===== config.mk =====
export PLATFORM = sky130hd
export DESIGN_NAME = demux_stream_n
export DESIGN_NICKNAME = d
export VERILOG_FILES = /design/src/rtl/demux_stream_n.sv
export SDC_FILE = /design/constraint.sdc
export NUM_CORES = 1
export LEC_CHECK = 0
export BUFFER_PORTS_ARGS = -buffer_cell sky130_fd_sc_hd__buf_4
export CAP_MARGIN = 15
export CORE_MARGIN = 8
export CORE_UTILIZATION = 30
export CTS_CLUSTER_DIAMETER = 40
export CTS_CLUSTER_SIZE = 10
export DETAILED_ROUTE_END_ITERATION = 12
export GPL_TIMING_DRIVEN = 1
export HOLD_SLACK_MARGIN = 0.03
export SLEW_MARGIN = 30
export SYNTH_ARGS = -nofsm -noshare
export SYNTH_HDL_FRONTEND = slang
export SYNTH_SLANG_ARGS = --single-unit

===== constraint.sdc =====
create_clock -name clk -period 1.5 [get_ports clk]
set_clock_uncertainty 0.05 [all_clocks]
set_input_delay 0.225 -clock clk [delete_from_list [all_inputs] [get_ports clk]]
set_output_delay 0.225 -clock clk [all_outputs]
set_load 0.05 [all_outputs]

===== src/rtl/demux_stream_n.sv =====
// -----------------------------------------------------------------------------
// demux_stream_n
//   Registered 1-to-NCH demultiplexer with valid/ready flow control.
//   Each accepted input beat is steered by in_sel into a one-entry holding
//   register on the chosen output channel (1-clock latency). Channels that
//   are not addressed are never touched. Beats whose select is out of range
//   (only possible when NCH is not a power of two) are consumed, discarded
//   and counted in a saturating drop counter.
//
// Configuration macro:
//   DEMUX_ZERO_IDLE_EN  defined   -> out_data of a channel reads 0 while its
//                                    out_valid is 0 (masking after the register)
//                       undefined -> out_data keeps its last loaded value
//
// Ports:
//   clk        in   1          rising-edge clock
//   rst        in   1          asynchronous assert, active-high reset
//   in_data    in   WIDTH      input beat
//   in_sel     in   SELW       destination channel index
//   in_valid   in   1          input beat present
//   in_ready   out  1          beat accepted when in_valid && in_ready
//   out_data   out  NCH*WIDTH  channel k at bits [k*WIDTH +: WIDTH]
//   out_valid  out  NCH        per-channel holding register full
//   out_ready  in   NCH        per-channel consumer accept
//   drop_cnt   out  CNTW       saturating count of out-of-range beats
// -----------------------------------------------------------------------------
module demux_stream_n #(
    parameter int WIDTH = 8,
    parameter int NCH   = 4,
    parameter int SELW  = $clog2(NCH),
    parameter int CNTW  = 8
) (
    input  logic                 clk,
    input  logic                 rst,
    input  logic [WIDTH-1:0]     in_data,
    input  logic [SELW-1:0]      in_sel,
    input  logic                 in_valid,
    output logic                 in_ready,
    output logic [NCH*WIDTH-1:0] out_data,
    output logic [NCH-1:0]       out_valid,
    input  logic [NCH-1:0]       out_ready,
    output logic [CNTW-1:0]      drop_cnt
);

    logic [NCH-1:0]   r_valid;
    logic [WIDTH-1:0] r_data [NCH];
    logic [CNTW-1:0]  r_drop_cnt;

    logic [NCH-1:0]   w_hit;      // one-hot decode of in_sel
    logic [NCH-1:0]   w_room;     // channel can take a beat this cycle
    logic [NCH-1:0]   w_acc;      // beat accepted into channel
    logic             w_sel_ok;   // in_sel addresses an existing channel
    logic             w_drop;     // out-of-range beat consumed this cycle

    genvar gi;
    generate
        for (gi = 0; gi < NCH; gi++) begin : g_ch
            assign w_hit[gi]  = (in_sel == SELW'(gi));
            // A full register can still take a beat when it is draining now.
            assign w_room[gi] = !r_valid[gi] || out_ready[gi];
            assign w_acc[gi]  = in_valid && w_hit[gi] && w_room[gi];

            always_ff @(posedge clk or posedge rst) begin
                if (rst) begin
                    r_valid[gi] <= 1'b0;
                    r_data[gi]  <= '0;
                end else if (w_acc[gi]) begin
                    // Accept wins over a simultaneous fire: valid stays set.
                    r_valid[gi] <= 1'b1;
                    r_data[gi]  <= in_data;
                end else if (out_ready[gi]) begin
                    r_valid[gi] <= 1'b0;
                end
            end

`ifdef DEMUX_ZERO_IDLE_EN
            assign out_data[gi*WIDTH +: WIDTH] = r_valid[gi] ? r_data[gi] : '0;
`else
            assign out_data[gi*WIDTH +: WIDTH] = r_data[gi];
`endif
        end
    endgenerate

    // Only the addressed channel's state feeds in_ready; out-of-range beats
    // are always taken so the producer never stalls on them.
    assign w_sel_ok = |w_hit;
    assign in_ready = w_sel_ok ? |(w_hit & w_room) : 1'b1;
    assign w_drop   = in_valid && !w_sel_ok;

    always_ff @(posedge clk or posedge rst) begin
        if (rst) begin
            r_drop_cnt <= '0;
        end else if (w_drop && (r_drop_cnt != {CNTW{1'b1}})) begin
            r_drop_cnt <= r_drop_cnt + CNTW'(1);
        end
    end

    assign out_valid = r_valid;
    assign drop_cnt  = r_drop_cnt;

`ifndef SYNTHESIS
    always_ff @(posedge clk) begin
        if (!rst && in_valid) begin
            assert (!$isunknown(in_sel));
        end
    end
`endif

endmodule


# After elaboration in Yosys (flattened, before gate mapping)
# Cells that the tools add are included.
dict set report totals {
  elab_cells 50
  in_bits 17
  regBits 44
  out_inout_bits 45
}
dict set report op_classes {
  bitwise_logic 1
  muxes 9
  addsub 1
  eq_ne 4
  n_reduce_logical 26
}
# cell n
set ops {}
lappend ops {{1-bit logical AND} 10}
lappend ops {{1-bit two-way mux} 9}
lappend ops {{8-bit by 1-bit adder with 8-bit output, second input constant} 1}
lappend ops {{8-bit inequality test, second input constant} 1}
lappend ops {{2-bit nonzero test} 4}
lappend ops {{4-bit OR reduction} 2}
lappend ops {{1-bit logical NOT} 5}
lappend ops {{4-bit AND} 1}
lappend ops {{2-bit equality test, second input constant} 2}
lappend ops {{1-bit logical OR} 4}
lappend ops {{2-bit by 1-bit equality test with 1-bit output, second input constant} 1}
lappend ops {{2-bit logical NOT} 1}

# Depth between registers and ports, before layout
dict set report logic_depth {
  ltp_word 5
  ltp_mapped 4
}

# Worst setup path after synthesis
# OpenSTA, ideal clock, no wires.
dict set report synth_timing {
  path_type {reg2out}
  start {register r_valid[0], in the netlist out_valid[0]}
  end {output in_ready}
  t_required_ns 1.225
  path_stages_with_launch 3
  path_slack_ns -0.178
  n_path_buf 0
  t_arrival_ns 1.403
  cell_sequence {dfrtp_1 -> nand2b_1 -> mux4_2}
}
dict set report synth_via {
  elab_chain_len 5
}
# element line_no
set synth_lines {}
lappend synth_lines {{from (decl)} 45} ;# logic [NCH-1:0] r_valid;
lappend synth_lines {{from (signal, indexed assignment)} 65} ;# r_valid[gi] <= 1'b0;
lappend synth_lines {{from (signal, indexed assignment)} 69} ;# r_valid[gi] <= 1'b1;
lappend synth_lines {{from (signal, indexed assignment)} 72} ;# r_valid[gi] <= 1'b0;
lappend synth_lines {{1-bit logical NOT} 60} ;# assign w_room[gi] = !r_valid[gi] || out_ready[gi];
lappend synth_lines {{1-bit logical OR} 60}
lappend synth_lines {{4-bit AND} 87} ;# assign in_ready = w_sel_ok ? |(w_hit & w_room) : 1'b1;
lappend synth_lines {{4-bit OR reduction} 87}
lappend synth_lines {{1-bit two-way mux} 87}
lappend synth_lines {{to (decl)} 38} ;# output logic in_ready,
# Every way passes these cells.

# Worst setup path after layout
dict set report layout_timing {
  start {register r_valid[3], in the netlist out_valid[3]}
  end {output in_ready}
}
# The elaborated chain is that of the path after synthesis.

==> run metrics <==
Setup CP Type=reg2out; clock sinks=44; IO Count=62; post-synthesis cell count=104; CP required=1.22 ns; H-tree depth=2; first-pass GRT wire length=6334 um; starting density of the core=30.40%; post-DR vias/cell=4.344; VDD IR max=0.0006410 V; Clock transition at path regs=0.09 ns; Die Width=89.78 um; #FFs+latches synth=44; Netlist Area Pre-Place=0.001633 mm^2; routed length per instance=16.46 um; DIE AREA=0.008060 mm^2; DRT Pass-1 Iters=3; CTS Buf Count=5; Critical Path Slowest Stage Cell=mux4_2; HP Class=in2reg; Ant. Diodes=0; max-slew violations=0; Pwr Density=1551 mW/mm^2; IO buf count=61; PnR worst setup slack=-0.1576 ns; synth warn=0; CP top delay family=multiplexers; crit end category=output port; status=complete, but fails checks; fin crit period=1.658 ns; number of global-route vias before repair=1,197; buffer depth of the longest clock path=2; # nets final=188; Slew @ Worst Pin=0.3795 ns; Area Growth Syn to Fin=49.50%; gr usage total=9.905%; Rel. slew slack=74.66%; Worst Path Buf+Inv=1; total global routing overflow=0; Worst-Skew Late Latency=0.29 ns; RSZ-0062 raised after global routing=yes; DRT Wirelength=4016 um; CTS tree=yes; CP max stage delay=0.48 ns; CP cell instances=nand2b_4 > mux4_2 > buf_8; Final Power=3.787 mW; total number of vias=1,060; failing checks=negative setup slack; clk root buf=clkbuf_8; hold slack=0.1367 ns; Yosys cell types=15; dpl hpwl=2972 um; floorplan row count=27; gpl congestion=0.7584; CP max FO=2; LEAKAGE=1.192 nW; final setup fails=1; Final period util=110.5%; initial antenna violation count=0; largest net degree at the start of global routing=30; Max Cap Violations=0; Core Region=0.005371 mm^2; commonest cells after routing, fill and taps aside=buf_4 (64), dfrtp_1 (40), mux2_2 (24); DIE HEIGHT=89.78 um; sequential element share of the synthesized area=67.43%; First DRT Iteration DRCs=24; Critical Path AT=1.38 ns; Max Fclk=603.3 MHz; Net Count, Synth=121; commonest non-fill, non-tap cell in the layout=buf_4; Hold Fails Final Rpt=0; share of cells above drive strength 1=70.93%; Syn Area/Cell=15.70 um^2; area of placed instances=0.002222 mm^2; Worst Setup Start Kind=flop; drc violations=0; final instance area=0.002441 mm^2; Final ANT Viol Nets=0
[state kept, by name, indices dropped and copies added (netlist names)]
signal / count
drop_cnt: 8
out_data: 32
out_valid: 4
[logic make-up after synthesis]
| group | Yosys count | share of synthesized area [%] |
|---|---|---|
| buf+inv | 11 | 2.835 |
| mux | 33 | 23.45 |
| compound gates | 1 | 0.3062 |
| flops | 44 | 67.43 |
| simple gates | 15 | 5.977 |
[power breakdown]
group	switching [mW]	total, mW	internal (mW)
clock	0.398	0.899	0.501
combinational	0.912	1.40	0.484
sequential	0.113	1.49	1.38
total	1.42	3.79	2.36
[synthesized netlist by cell type]
master	instances	area share, %
inv_1	1	0.23
and3_1	1	0.38
nand3_1	1	0.31
buf_2	1	0.31
nand3b_2	1	0.69
dfrtp_1	44	67
clkbuf_1	8	1.8
nand2_1	5	1.1
nand2b_1	4	1.5
nor3b_4	1	1.1
mux4_2	1	1.4
nor2b_1	2	0.77
o21ai_0	1	0.31
mux2_2	32	22
buf_4	1	0.46
[routing by layer]
metal | up-vias | part of all wire, % | GRT usage (%)
met2 | 49 | 46 | 15.09
met1 | 525 | 43 | 11.80
li1 | 480 | - | -
met4 | 0 | 1.3 | 3.526
met3 | 6 | 9.9 | 4.821
met5 | - | 0 | 0
[path summary, 6_finish.rpt]
kind / slack, ns / depth (start not counted) / to / startpoint
setup reg to reg: 0.05 / 5 / out_data[23] / out_valid[2]
setup / recovery: -0.16 / 3 / in_ready / out_valid[3]
hold reg to reg: 0.33 / 0 / drop_cnt[1] / drop_cnt[1]
hold / removal: 0.14 / 2 / out_data[24] / in_data[0]
min in group asynchronous: 0.42 / 3 / out_data[1] / rst
max in group asynchronous: 0.51 / 4 / out_data[13] / rst
[area by class of cell]
type                       count  area [um^2]
sequential                    44         1106
clock inverter                 3        47.55
timing repair buffer          70        576.8
clock buffer                   5        68.82
multi-input combinational     49        548.0
tap                           72        90.09
inverter                       1        3.754
fill                         489         2930
[through the flow]
step / TNS (ns) / utilization, % / setup slack, ns / cells
after floorplan: -0.2079 / - / -0.03320 / 104
after global placement: 0 / 41.37 / 0.04395 / 232
after detailed placement: 0 / 41.37 / 0.04393 / 232
after CTS: -0.1779 / 44.84 / -0.1779 / 244
after global routing: -0.2140 / 45.45 / -0.1973 / 244
final: -0.1576 / 45.45 / -0.1576 / 244
[repair_timing]
action,in CTS,in global routing
setup endpoints to repair,1,13
buffers inserted,3,0
hold buffers,1,0
endpoints found under the hold margin,15,0
gates resized for setup,6,9
Note: power is estimated with default switching activity, not from simulation.
